File: src/rtl/pkt_framer.sv
// Packet framer: buffers up to 16 upstream bytes, then writes a length/truncation
// header followed by the buffered payload into a downstream FIFO.
module pkt_framer #(
    parameter int DATA_WIDTH = 8,
    parameter int MAX_LEN    = 16
) (
    input  logic                  wr_clk,
    input  logic                  rst,
    input  logic                  s_valid,
    input  logic [DATA_WIDTH-1:0] s_data,
    input  logic                  s_last,
    output logic                  s_ready,
    input  logic                  fifo_full,
    output logic                  fifo_wr_en,
    output logic [DATA_WIDTH-1:0] fifo_din,
    output logic                  busy,
    output logic                  trunc_err,
    output logic [15:0]           pkt_count
);

    typedef enum logic [2:0] {
        IDLE    = 3'd0,
        COLLECT = 3'd1,
        DISCARD = 3'd2,
        HDR     = 3'd3,
        PAYLOAD = 3'd4
    } state_t;

    state_t                state_q, state_d;
    logic [4:0]            len_q, len_d;
    logic [3:0]            idx_q, idx_d;
    logic                  trunc_q, trunc_d;
    logic                  trunc_err_q, trunc_err_d;
    logic                  busy_q, busy_d;
    logic [15:0]           pkt_count_q, pkt_count_d;
    logic [DATA_WIDTH-1:0] pbuf_q [MAX_LEN];

    logic                  buf_we_s;
    logic [3:0]            buf_addr_s;
    logic                  ready_s;
    logic                  wr_en_s;
    logic [DATA_WIDTH-1:0] sel_s;
    logic [DATA_WIDTH-1:0] din_s;

    // Next-state, handshake and FIFO write-side decode
    always_comb begin
        state_d     = state_q;
        len_d       = len_q;
        idx_d       = idx_q;
        trunc_d     = trunc_q;
        trunc_err_d = 1'b0;
        pkt_count_d = pkt_count_q;
        buf_we_s    = 1'b0;
        buf_addr_s  = len_q[3:0];
        ready_s     = 1'b0;
        wr_en_s     = 1'b0;
        sel_s       = '0;
        case (state_q)
            IDLE: begin
                ready_s = 1'b1;
                if (s_valid) begin
                    buf_we_s   = 1'b1;
                    buf_addr_s = 4'd0;
                    len_d      = 5'd1;
                    trunc_d    = 1'b0;
                    state_d    = s_last ? HDR : COLLECT;
                end else begin
                    state_d = IDLE;
                end
            end
            COLLECT: begin
                ready_s = 1'b1;
                if (s_valid) begin
                    buf_we_s = 1'b1;
                    len_d    = len_q + 5'd1;
                    if (s_last) begin
                        state_d = HDR;
                    end else if (len_q == 5'd15) begin
                        // buffer now full and no end in sight: drop the rest
                        trunc_d     = 1'b1;
                        trunc_err_d = 1'b1;
                        state_d     = DISCARD;
                    end else begin
                        state_d = COLLECT;
                    end
                end else begin
                    state_d = COLLECT;
                end
            end
            DISCARD: begin
                ready_s = 1'b1;
                if (s_valid && s_last) begin
                    state_d = HDR;
                end else begin
                    state_d = DISCARD;
                end
            end
            HDR: begin
                wr_en_s = !fifo_full;
                sel_s   = {trunc_q, 2'b00, len_q};
                if (!fifo_full) begin
                    idx_d   = 4'd0;
                    state_d = PAYLOAD;
                end else begin
                    state_d = HDR;
                end
            end
            PAYLOAD: begin
                wr_en_s = !fifo_full;
                sel_s   = pbuf_q[idx_q];
                if (!fifo_full) begin
                    if ({1'b0, idx_q} == (len_q - 5'd1)) begin
                        idx_d       = 4'd0;
                        pkt_count_d = pkt_count_q + 16'd1;
                        state_d     = IDLE;
                    end else begin
                        idx_d = idx_q + 4'd1;
                    end
                end else begin
                    state_d = PAYLOAD;
                end
            end
            default: begin
                state_d = IDLE;
            end
        endcase
        if (wr_en_s) begin
            din_s = sel_s;
        end else begin
            din_s = '0;
        end
        busy_d = (state_d != IDLE);
    end

    // Control state registers
    always_ff @(posedge wr_clk or posedge rst) begin
        if (rst) begin
            state_q     <= IDLE;
            len_q       <= 5'd0;
            idx_q       <= 4'd0;
            trunc_q     <= 1'b0;
            trunc_err_q <= 1'b0;
            busy_q      <= 1'b0;
            pkt_count_q <= 16'd0;
        end else begin
            state_q     <= state_d;
            len_q       <= len_d;
            idx_q       <= idx_d;
            trunc_q     <= trunc_d;
            trunc_err_q <= trunc_err_d;
            busy_q      <= busy_d;
            pkt_count_q <= pkt_count_d;
        end
    end

    // Payload storage; contents are only read after being written for the current packet
    always_ff @(posedge wr_clk) begin
        if (buf_we_s) begin
            pbuf_q[buf_addr_s] <= s_data;
        end
    end

    assign s_ready    = ready_s;
    assign fifo_wr_en = wr_en_s;
    assign fifo_din   = din_s;
    assign busy       = busy_q;
    assign trunc_err  = trunc_err_q;
    assign pkt_count  = pkt_count_q;

endmodule

File: config.mk
export PLATFORM = sky130hd
export DESIGN_NAME = pkt_framer
export DESIGN_NICKNAME = d
export VERILOG_FILES = /design/src/rtl/pkt_framer.sv
export SDC_FILE = /design/constraint.sdc
export NUM_CORES = 1
export LEC_CHECK = 0
export ABC_AREA = 1
export BUFFER_PORTS_ARGS = -buffer_cell sky130_fd_sc_hd__buf_2
export CAP_MARGIN = 0
export CORE_ASPECT_RATIO = 0.5
export CORE_UTILIZATION = 42
export DETAILED_ROUTE_END_ITERATION = 8
export GPL_TIMING_DRIVEN = 0
export PLACE_DENSITY_LB_ADDON = 0.2
export SLEW_MARGIN = 20
export SYNTH_ARGS = -nofsm -noshare
export SYNTH_HDL_FRONTEND = slang
export SYNTH_SLANG_ARGS = --single-unit
export TNS_END_PERCENT = 1
File: constraint.sdc
create_clock -name wr_clk -period 2.69 [get_ports wr_clk]
set_input_delay 0 -clock wr_clk [delete_from_list [all_inputs] [get_ports wr_clk]]
set_output_delay 0 -clock wr_clk [all_outputs]
set_load 0.005 [all_outputs]
# == Word level (Yosys, flattened, before mapping) ==
# Memory sizes are Yosys's and may differ from the RTL's.
# Cells that the tools add are included.
# totals
ramBits,128
mem_count,1
ff_bits,31
wordCells,74
output_inout_bits,28
input_bits,13
# mem_list
memory,words,word_bits,rd,rd_clocked_by_memory_dff,write_ports,line_no,source
pbuf_q,16,8,1,0,1,36,logic [DATA_WIDTH-1:0] pbuf_q [MAX_LEN];
# op_classes
eq_ne,12
n_addsub,4
n_mux,36
n_bitwise,1
reduce_logical,13
# op_table
cell,n
$mux W4,5
$add A16 B1 Y16 const B,1
$pmux W8 S2,1
$mux W1,15
$pmux W3 S5,1
$mux W3,4
$ne A2 B2 Y1 const B,6
$mux W5,2
$pmux W5 S2,1
$reduce_and A3 Y1,3
$mux W2,4
$mux W8,1
$pmux W4 S2,1
$eq A3 B2 Y1 const B,2
$add A5 B1 Y5 const B,1
$eq A4 B5 Y1,1
$eq A5 B4 Y1 const B,1
$reduce_and A5 Y1,1
$sub A5 B1 Y5 const B,1
$add A4 B1 Y4 const B,1
$reduce_bool A2 Y1,2
$reduce_or A2 Y1,2
$eq A3 B1 Y1 const B,1
$eq A3 B3 Y1 const B,1
7 further kinds,7

# == Depth between registers and ports, before layout ==
# Gate-level depths: netlist of the first run.
# logic_depth
ltp_word,6
ltp_mapped,12
mapped_depth_nobuf,12

# == Worst setup path after synthesis of the first run ==
# Ideal clock, no wire load.
# synth_path
path_type,reg-to-reg
startpoint,reg state_q[1]
endpoint,"mem pbuf_q[0][0], enable pin"
setup_time_ns,0.384
path_buffers,0
stages_incl_launch_ff,6
t_required_ns,2.306
period_less_slack_ns,1.941
path_slack_ns,0.749
arrival_ns,1.557
path_cell_list,dfrtp_1 > nor2_1 > nand2_1 > inv_2 > nand2_1 > o21ai_0
# synth_between
elab_chain_len,5
word_cells_on_any_way,7
cone_classes,eq/ne (1); mux (4); reduce/logical (2)
# synth_rtl
item,line_no,source
from (decl),29,"state_t state_q, state_d;"
from (signal assigned),146,state_q <= state_d;
$eq A3 B1 Y1 / $logic_not A3 Y1 (equally long branches),58,case (state_q)
$reduce_or A2 Y1 (no line),-,
$mux W1,-,
$mux W1,158,if (buf_we_s) begin
$mux W1 (not written as such),159,pbuf_q[buf_addr_s] <= s_data;
to (decl),36,
# Parallel ways exist; a longest one is shown, timed or not.

# == Worst setup path in the final report of the first run ==
# layout_path
startpoint,reg idx_q[1]
endpoint,out fifo_din[2]
# layout_between
elab_chain_len,3
# layout_rtl
item,line_no,source
from (decl),31,"logic [3:0] idx_q, idx_d;"
from (signal assigned),148,idx_q <= idx_d;
$mem_v2 Z16 W8,-,
$pmux W8 S2,58,
$mux W8,127,if (wr_en_s) begin
to (decl),15,"output logic [DATA_WIDTH-1:0] fifo_din,"
# No other way between the ends.

==> results.yml, run 1 <==
sta:
  layout_setup_ws_ns: 0.127
  finalMaxSlewViolations: 0
  rsz0062_at_grt: "yes"
  period_share_pct: 95.3
  worstMarginPinSlew_ns: 0.997
  slew_headroom_pct: 33.3
  fin_hold_ws_ns: -0.00765
  hold_viol: 15
  setup_violations: 0
  min_period_ns: 2.56
  fin_skew_ns: 0.00765
  max_freq_ghz: 0.390
global_route:
  grt_pass1_vias: 5286
  top_usage_layer: "met2"
  grt_util_met3_pct: 4.42
  antenna_found_initial: 0
  grt_max_degree: 32
  gr-total-overflow: 0
  grt_usage_pct: 22.3
  grt_pass1_wl_um: 29600
  grt_use_met1_pct: 31.4
  use_met2_pct: 34.7
yosys:
  avgSynthCellArea_um2: 9.71
  yosysTopAreaCell: "edfxtp_1"
  synth-seq-cells: 159
  seq_area_frac_synth_pct: 63.1
  netlist_area_um2: 7320
  synth.lib_cells_used.distinct: 33
  syn_nets: 772
  synth_top_cell_area_share_pct: 52.5
  yosys_warnings: 0
  synthCells: 754
  synthTopCellsByArea: "edfxtp_1 (52%), dfrtp_1 (11%), nand2_1 (10%), nor2_1 (6.9%), nand3_1 (4.1%)"
critical_path:
  critPathLaunchType: "flip-flop"
  regToRegSetupSlack_ns: 0.19
  setup.worst_path.end: "fifo_din[2]"
  worstPathRequired_ns: 2.69
  cp_data_arrival_time_ns: 2.56
  timing.rr.start: "state_q[1]"
  reg2reg_to: "pbuf_q[15][6]"
  end_kind: "primary output"
  critPathKind: "reg2out"
  startpoint: "idx_q[1]"
  cp_max_fo: 10
  r2r_cells: 8
drt:
  dr.pass1.iters: 8
  routedWlPerCell_um: 17.6
  dr_total_vias: 5662
  drt-total-wl_um: 18800
  route.detailed.drc: 0
  postRouteAntennaNets: 0
  vias_per_cell: 5.31
  drtIter0Drc: 547
power_and_ir_drop:
  peakVddDrop_uv: 428
  p_leak_uw: 0.00345
  powerDensity_nw_per_um2: 935
clock_tree:
  post_cts_buffers: 0
  clkLatencyLatePin_ns: 0.42
  cts_root_buffer: "clkbuf_16"
  clock_path_buffers: 2
  clock-sinks: 159
  path_clk_slew_ns: 0.07
  cts_buffers: 17
  h-tree-depth: 4
  cts_tree: "built"
final_layout:
  diodes: 0
  final_core_util_pct: 50.9
  fillers: 1518
  final_nets: 845
  syn2layout_area_growth_pct: 16.2
  drive_gt1_share_pct: 13.7
placed_design:
  post-dp-hpwl_um: 12800
  post-place-ws_ns: 0.176
  portBuffers: 40
  place_congestion: 0.877
floorplan:
  io_pins: 41
  fp.coreArea_um2: 16700
  rows: 33
  initial_utilization_pct: 43.8
  dieArea_um2: 18000
  fp.dieW_um: 189
  die_h_um: 95.4
run:
  max_cap_violations: 0
outcome:
  status: "finished, violations left"
  violations: "negative hold slack"
min_path:
  hold_class: "in2reg"
[what timing repair did]
item	CTS	global route
setup endpoints to repair	0	27
hold buffers	13	0
hold endpoints to repair	131	0
gates resized for setup	0	3
[power by group]
| group | switching (µW) | leakage [µW] | internal, µW |
|---|---|---|---|
| logic | 1910 | 0.00161 | 769 |
| registers | 130 | 0.00157 | 2860 |
| clock network | 1070 | 0.000266 | 1220 |
[cell usage after synthesis (all sizes together)]
master,instances
edfxtp,128
nand3b,2
a21oi,6
o21ai,48
clkinv,1
o31a,1
inv,54
nor3,4
ha,5
a31oi,2
nand4,22
xnor2,5
nand3,60
o22ai,2
buf,23
clkbuf,7
nor2,140
nand2,198
dfrtp,31
xor2,2
o211ai,13
[cells by family after synthesis]
group | after synthesis | synth area share (%)
simple gates | 426 | 24.6
flops | 159 | 63.1
buf+inv | 85 | 5.13
compound gates | 72 | 5.54
xor+xnor | 7 | 0.837
fa+ha+maj | 5 | 0.854
[layout make-up]
type / count / area [µm²] / share of cell area (%)
clock inverters: 13 / 124 / 1.46
clock buffers: 19 / 433 / 5.09
multi-input cells: 510 / 2330 / 27.4
inverters: 55 / 209 / 2.46
flip-flops and latches: 159 / 4620 / 54.3
well taps: 227 / 284 / 3.34
plain buffers: 30 / 166 / 1.96
repair buffers: 54 / 338 / 3.97
[critical path, stage by stage, from the launching register on]
cell	delay, ns
dfrtp_1	0.43
inv_2	0.23
buf_1	0.51
nand2_1	0.14
o211ai_1	0.22
nand3_1	0.14
nand2_1	0.17
nand2_1	0.09
nand2_1	0.08
buf_2	0.11
[flip-flops by register name, summed over array words and instances (netlist names)]
register and count:
pbuf_q 128, pkt_count 16, len_q 5, idx_q 4
state_q 3, busy 1, trunc_err 1, trunc_q 1
[cells in the final DEF, fill, tap and decap left out, types with 5 or more instances in the layout]
cell type      Yosys  routed
a21oi_1            6       6
buf_2             16      56
clkbuf_1           7       9
clkbuf_16          0      17
dfrtp_1           31      31
dlygate4sd3_1      0      13
edfxtp_1         128     128
ha_1               5       5
inv_1             46      45
inv_2              7       8
nand2_1          195     195
nand3_1           60      60
nand4_1           21      21
nor2_1           135     132
nor2_2             3       6
o211ai_1          13      13
o21ai_0           46      45
xnor2_1            5       5
[routing by layer]
metal | share of wire [%] | vias up
met5 | 0 | -
met4 | 1.2 | 0
met3 | 7.5 | 21
met2 | 44 | 232
met1 | 47 | 2719
li1 | - | 2690
[metrics by stage]
stage / cells / power [µW] / TNS, ns / hold slack [ns] / instance area [µm²]
after floorplan: 754 / 4750 / 0 / 0.0989 / 7320
final: 1067 / 7960 / 0 / -0.00765 / 8510
after global placement: 1021 / 5600 / -1.90 / 0.307 / 7810
after detailed placement: 1022 / 5630 / 0 / 0.156 / 7810
after global routing: 1067 / 8370 / -0.166 / 0.00555 / 8510
after CTS: 1067 / 7920 / 0 / 0.000603 / 8500
[how the worst min path moves through the flow]
stage / start / endpoint / cells after the start
global placement: s_last / state_q[1] / 3
global route: s_data[4] / pbuf_q[12][4] / 1
floorplan: rst / busy / 1
detailed placement: rst / trunc_err / 2
CTS: s_data[4] / pbuf_q[2][4] / 1
finish: s_data[4] / pbuf_q[2][4] / 1
No activity file was read; power rests on OpenSTA's default activity.
==> inputs of run 2 (changes only) <==
--- a/config.mk
+++ b/config.mk
@@ -10,6 +10,7 @@
 export CAP_MARGIN = 0
 export CORE_ASPECT_RATIO = 0.5
 export CORE_UTILIZATION = 42
+export CTS_BUF_LIST = sky130_fd_sc_hd__clkbuf_16
 export DETAILED_ROUTE_END_ITERATION = 8
 export GPL_TIMING_DRIVEN = 0
 export PLACE_DENSITY_LB_ADDON = 0.2
==> run 2 against run 1 <==
The flow still finishes with violations (negative hold slack). Total power hardly changed. Final cell count stayed put. Clock skew hardly changed. Flip-flop and latch count stayed put. Highest routed layer unchanged.
==> results.yml, run 2 (synthesis gave the netlist of run 1 again) <==
outcome:
  status: "finished, violations left"
  violations: "negative hold slack"
power_and_ir_drop:
  p_int_uw: 4840
  swShare_pct: 39.2
  powerDensity_nw_per_um2: 935
  seqPwrFrac_pct: 37.6
  peakVddDrop_uv: 428
  p_switching_uw: 3120
  p_clk_share_pct: 28.7
  p_leak_uw: 0.00346
  combPwrFrac_pct: 33.7
clock_tree:
  path_clk_slew_ns: 0.07
  cts_tree: "built"
  h-tree-depth: 4
  post_cts_buffers: 0
  clock-sinks: 159
  cts_root_buffer: "clkbuf_16"
  clock_path_buffers: 2
  cts_buffers: 17
  clkLatencyLatePin_ns: 0.42
sta:
  hold_viol: 15
  fin_skew_ns: 0.00730
  period_share_pct: 95.1
  setup_violations: 0
  finalMaxSlewViolations: 0
  max_freq_ghz: 0.391
  fin_hold_ws_ns: -0.0115
  min_period_ns: 2.56
  rsz0062_at_grt: "yes"
  worstMarginPinSlew_ns: 0.965
  layout_setup_ws_ns: 0.132
  slew_headroom_pct: 35.4
drt:
  drtIter0Drc: 547
  postRouteAntennaNets: 0
  dr.pass1.iters: 5
  drt-total-wl_um: 18800
  route.detailed.drc: 0
  routedWlPerCell_um: 17.6
  vias_per_cell: 5.27
  dr_total_vias: 5621
global_route:
  grt_max_degree: 32
  grt_pass1_vias: 5286
  antenna_found_initial: 0
  gr-total-overflow: 0
  grt_pass1_wl_um: 29600
  grt_usage_pct: 22.3
final_layout:
  final_cell_mix: "nand2_1 (195), nor2_1 (132), edfxtp_1 (128)"
  final_core_util_pct: 50.9
  syn2layout_area_growth_pct: 16.2
  layout_commonest_cell: "nand2_1"
  multi_input_area_um2: 2330
  register_area_um2: 4620
  largest_register_ff_count: 128
  fillers: 1518
  diodes: 0
  top_register: "pbuf_q"
  drive_gt1_share_pct: 13.7
  final_nets: 845
floorplan:
  initial_utilization_pct: 43.8
  fp.coreArea_um2: 16700
  rows: 33
  dieArea_um2: 18000
  die_h_um: 95.4
  io_pins: 41
  fp.dieW_um: 189
placed_design:
  post-dp-hpwl_um: 12800
  place_congestion: 0.877
  portBuffers: 40
  post-place-ws_ns: 0.176
critical_path:
  critPathLaunchType: "flip-flop"
  cp_data_arrival_time_ns: 2.56
  worstPathRequired_ns: 2.69
  cp_max_fo: 10
  regToRegSetupSlack_ns: 0.19
  critPathKind: "reg2out"
  r2r_cells: 8
  end_kind: "primary output"
min_path:
  hold_depth: 1
  hold_class: "in2reg"
run:
  max_cap_violations: 0
==> run 2: cell types whose count changed in the layout (fill, tap and decap cells not counted) <==
cell,delta
inv_1,+2
clkbuf_1,-2
==> run 2: path summary, 6_finish.rpt <==
kind                                 end           from
setup / recovery             fifo_din[2]       idx_q[1]
hold / removal              pbuf_q[2][4]      s_data[4]
setup reg to reg           pbuf_q[15][6]     state_q[1]
hold reg to reg            pkt_count[15]  pkt_count[15]
max in group asynchronous       len_q[4]            rst
min in group asynchronous      trunc_err            rst
==> run 2: layout make-up <==
type	instances	share of cell area, %
Sequential cell	159	54.3
Multi-Input combinational cell	510	27.4
Clock buffer	17	5.00
Timing Repair Buffer	54	3.97
Tap cell	227	3.34
Inverter	55	2.46
Buffer	30	1.96
Clock inverter	15	1.54
==> run 2: layer usage <==
layer,up-vias,GRT usage [%],routed length [µm]
met5,-,0,0
met4,0,7.39,246
met3,24,4.42,1300
met2,208,34.7,8240
met1,2701,31.4,8990
li1,2688,-,-
==> run 2: timing repair <==
| item | CTS | global route |
|---|---|---|
| endpoints found under the setup margin | 0 | 27 |
| hold buffers | 13 | 0 |
| resized for setup | 0 | 3 |
| endpoints found under the hold margin | 132 | 0 |
==> run 2: through the flow <==
stage          hold WS [ns]  instances  area, µm²  setup TNS [ns]  total power [µW]
4_1_cts            0.000403       1067       8500               0              7920
2_1_floorplan        0.0989        754       7320               0              4750
5_1_grt             0.00555       1067       8510          -0.166              8360
3_5_place_dp          0.156       1022       7810               0              5630
6_report            -0.0115       1067       8510               0              7960
3_3_place_gp          0.307       1021       7810           -1.90              5600
==> run 2: power groups by stage <==
stage	logic [µW]	registers (µW)	clock network [µW]
floorplan	1740	3010	0
global placement	2570	3040	0
detailed placement	2590	3040	0
CTS	2640	2990	2290
global route	2960	3010	2400
finish	2680	2990	2280
==> run 2: critical path, cell delays in order, from the launching register on <==
cell and delay, ns:
dfrtp_1 0.43, inv_2 0.23, buf_1 0.51, nand2_1 0.14, o211ai_1 0.22, nand3_1 0.13
nand2_1 0.17, nand2_1 0.09, nand2_1 0.08, buf_2 0.11
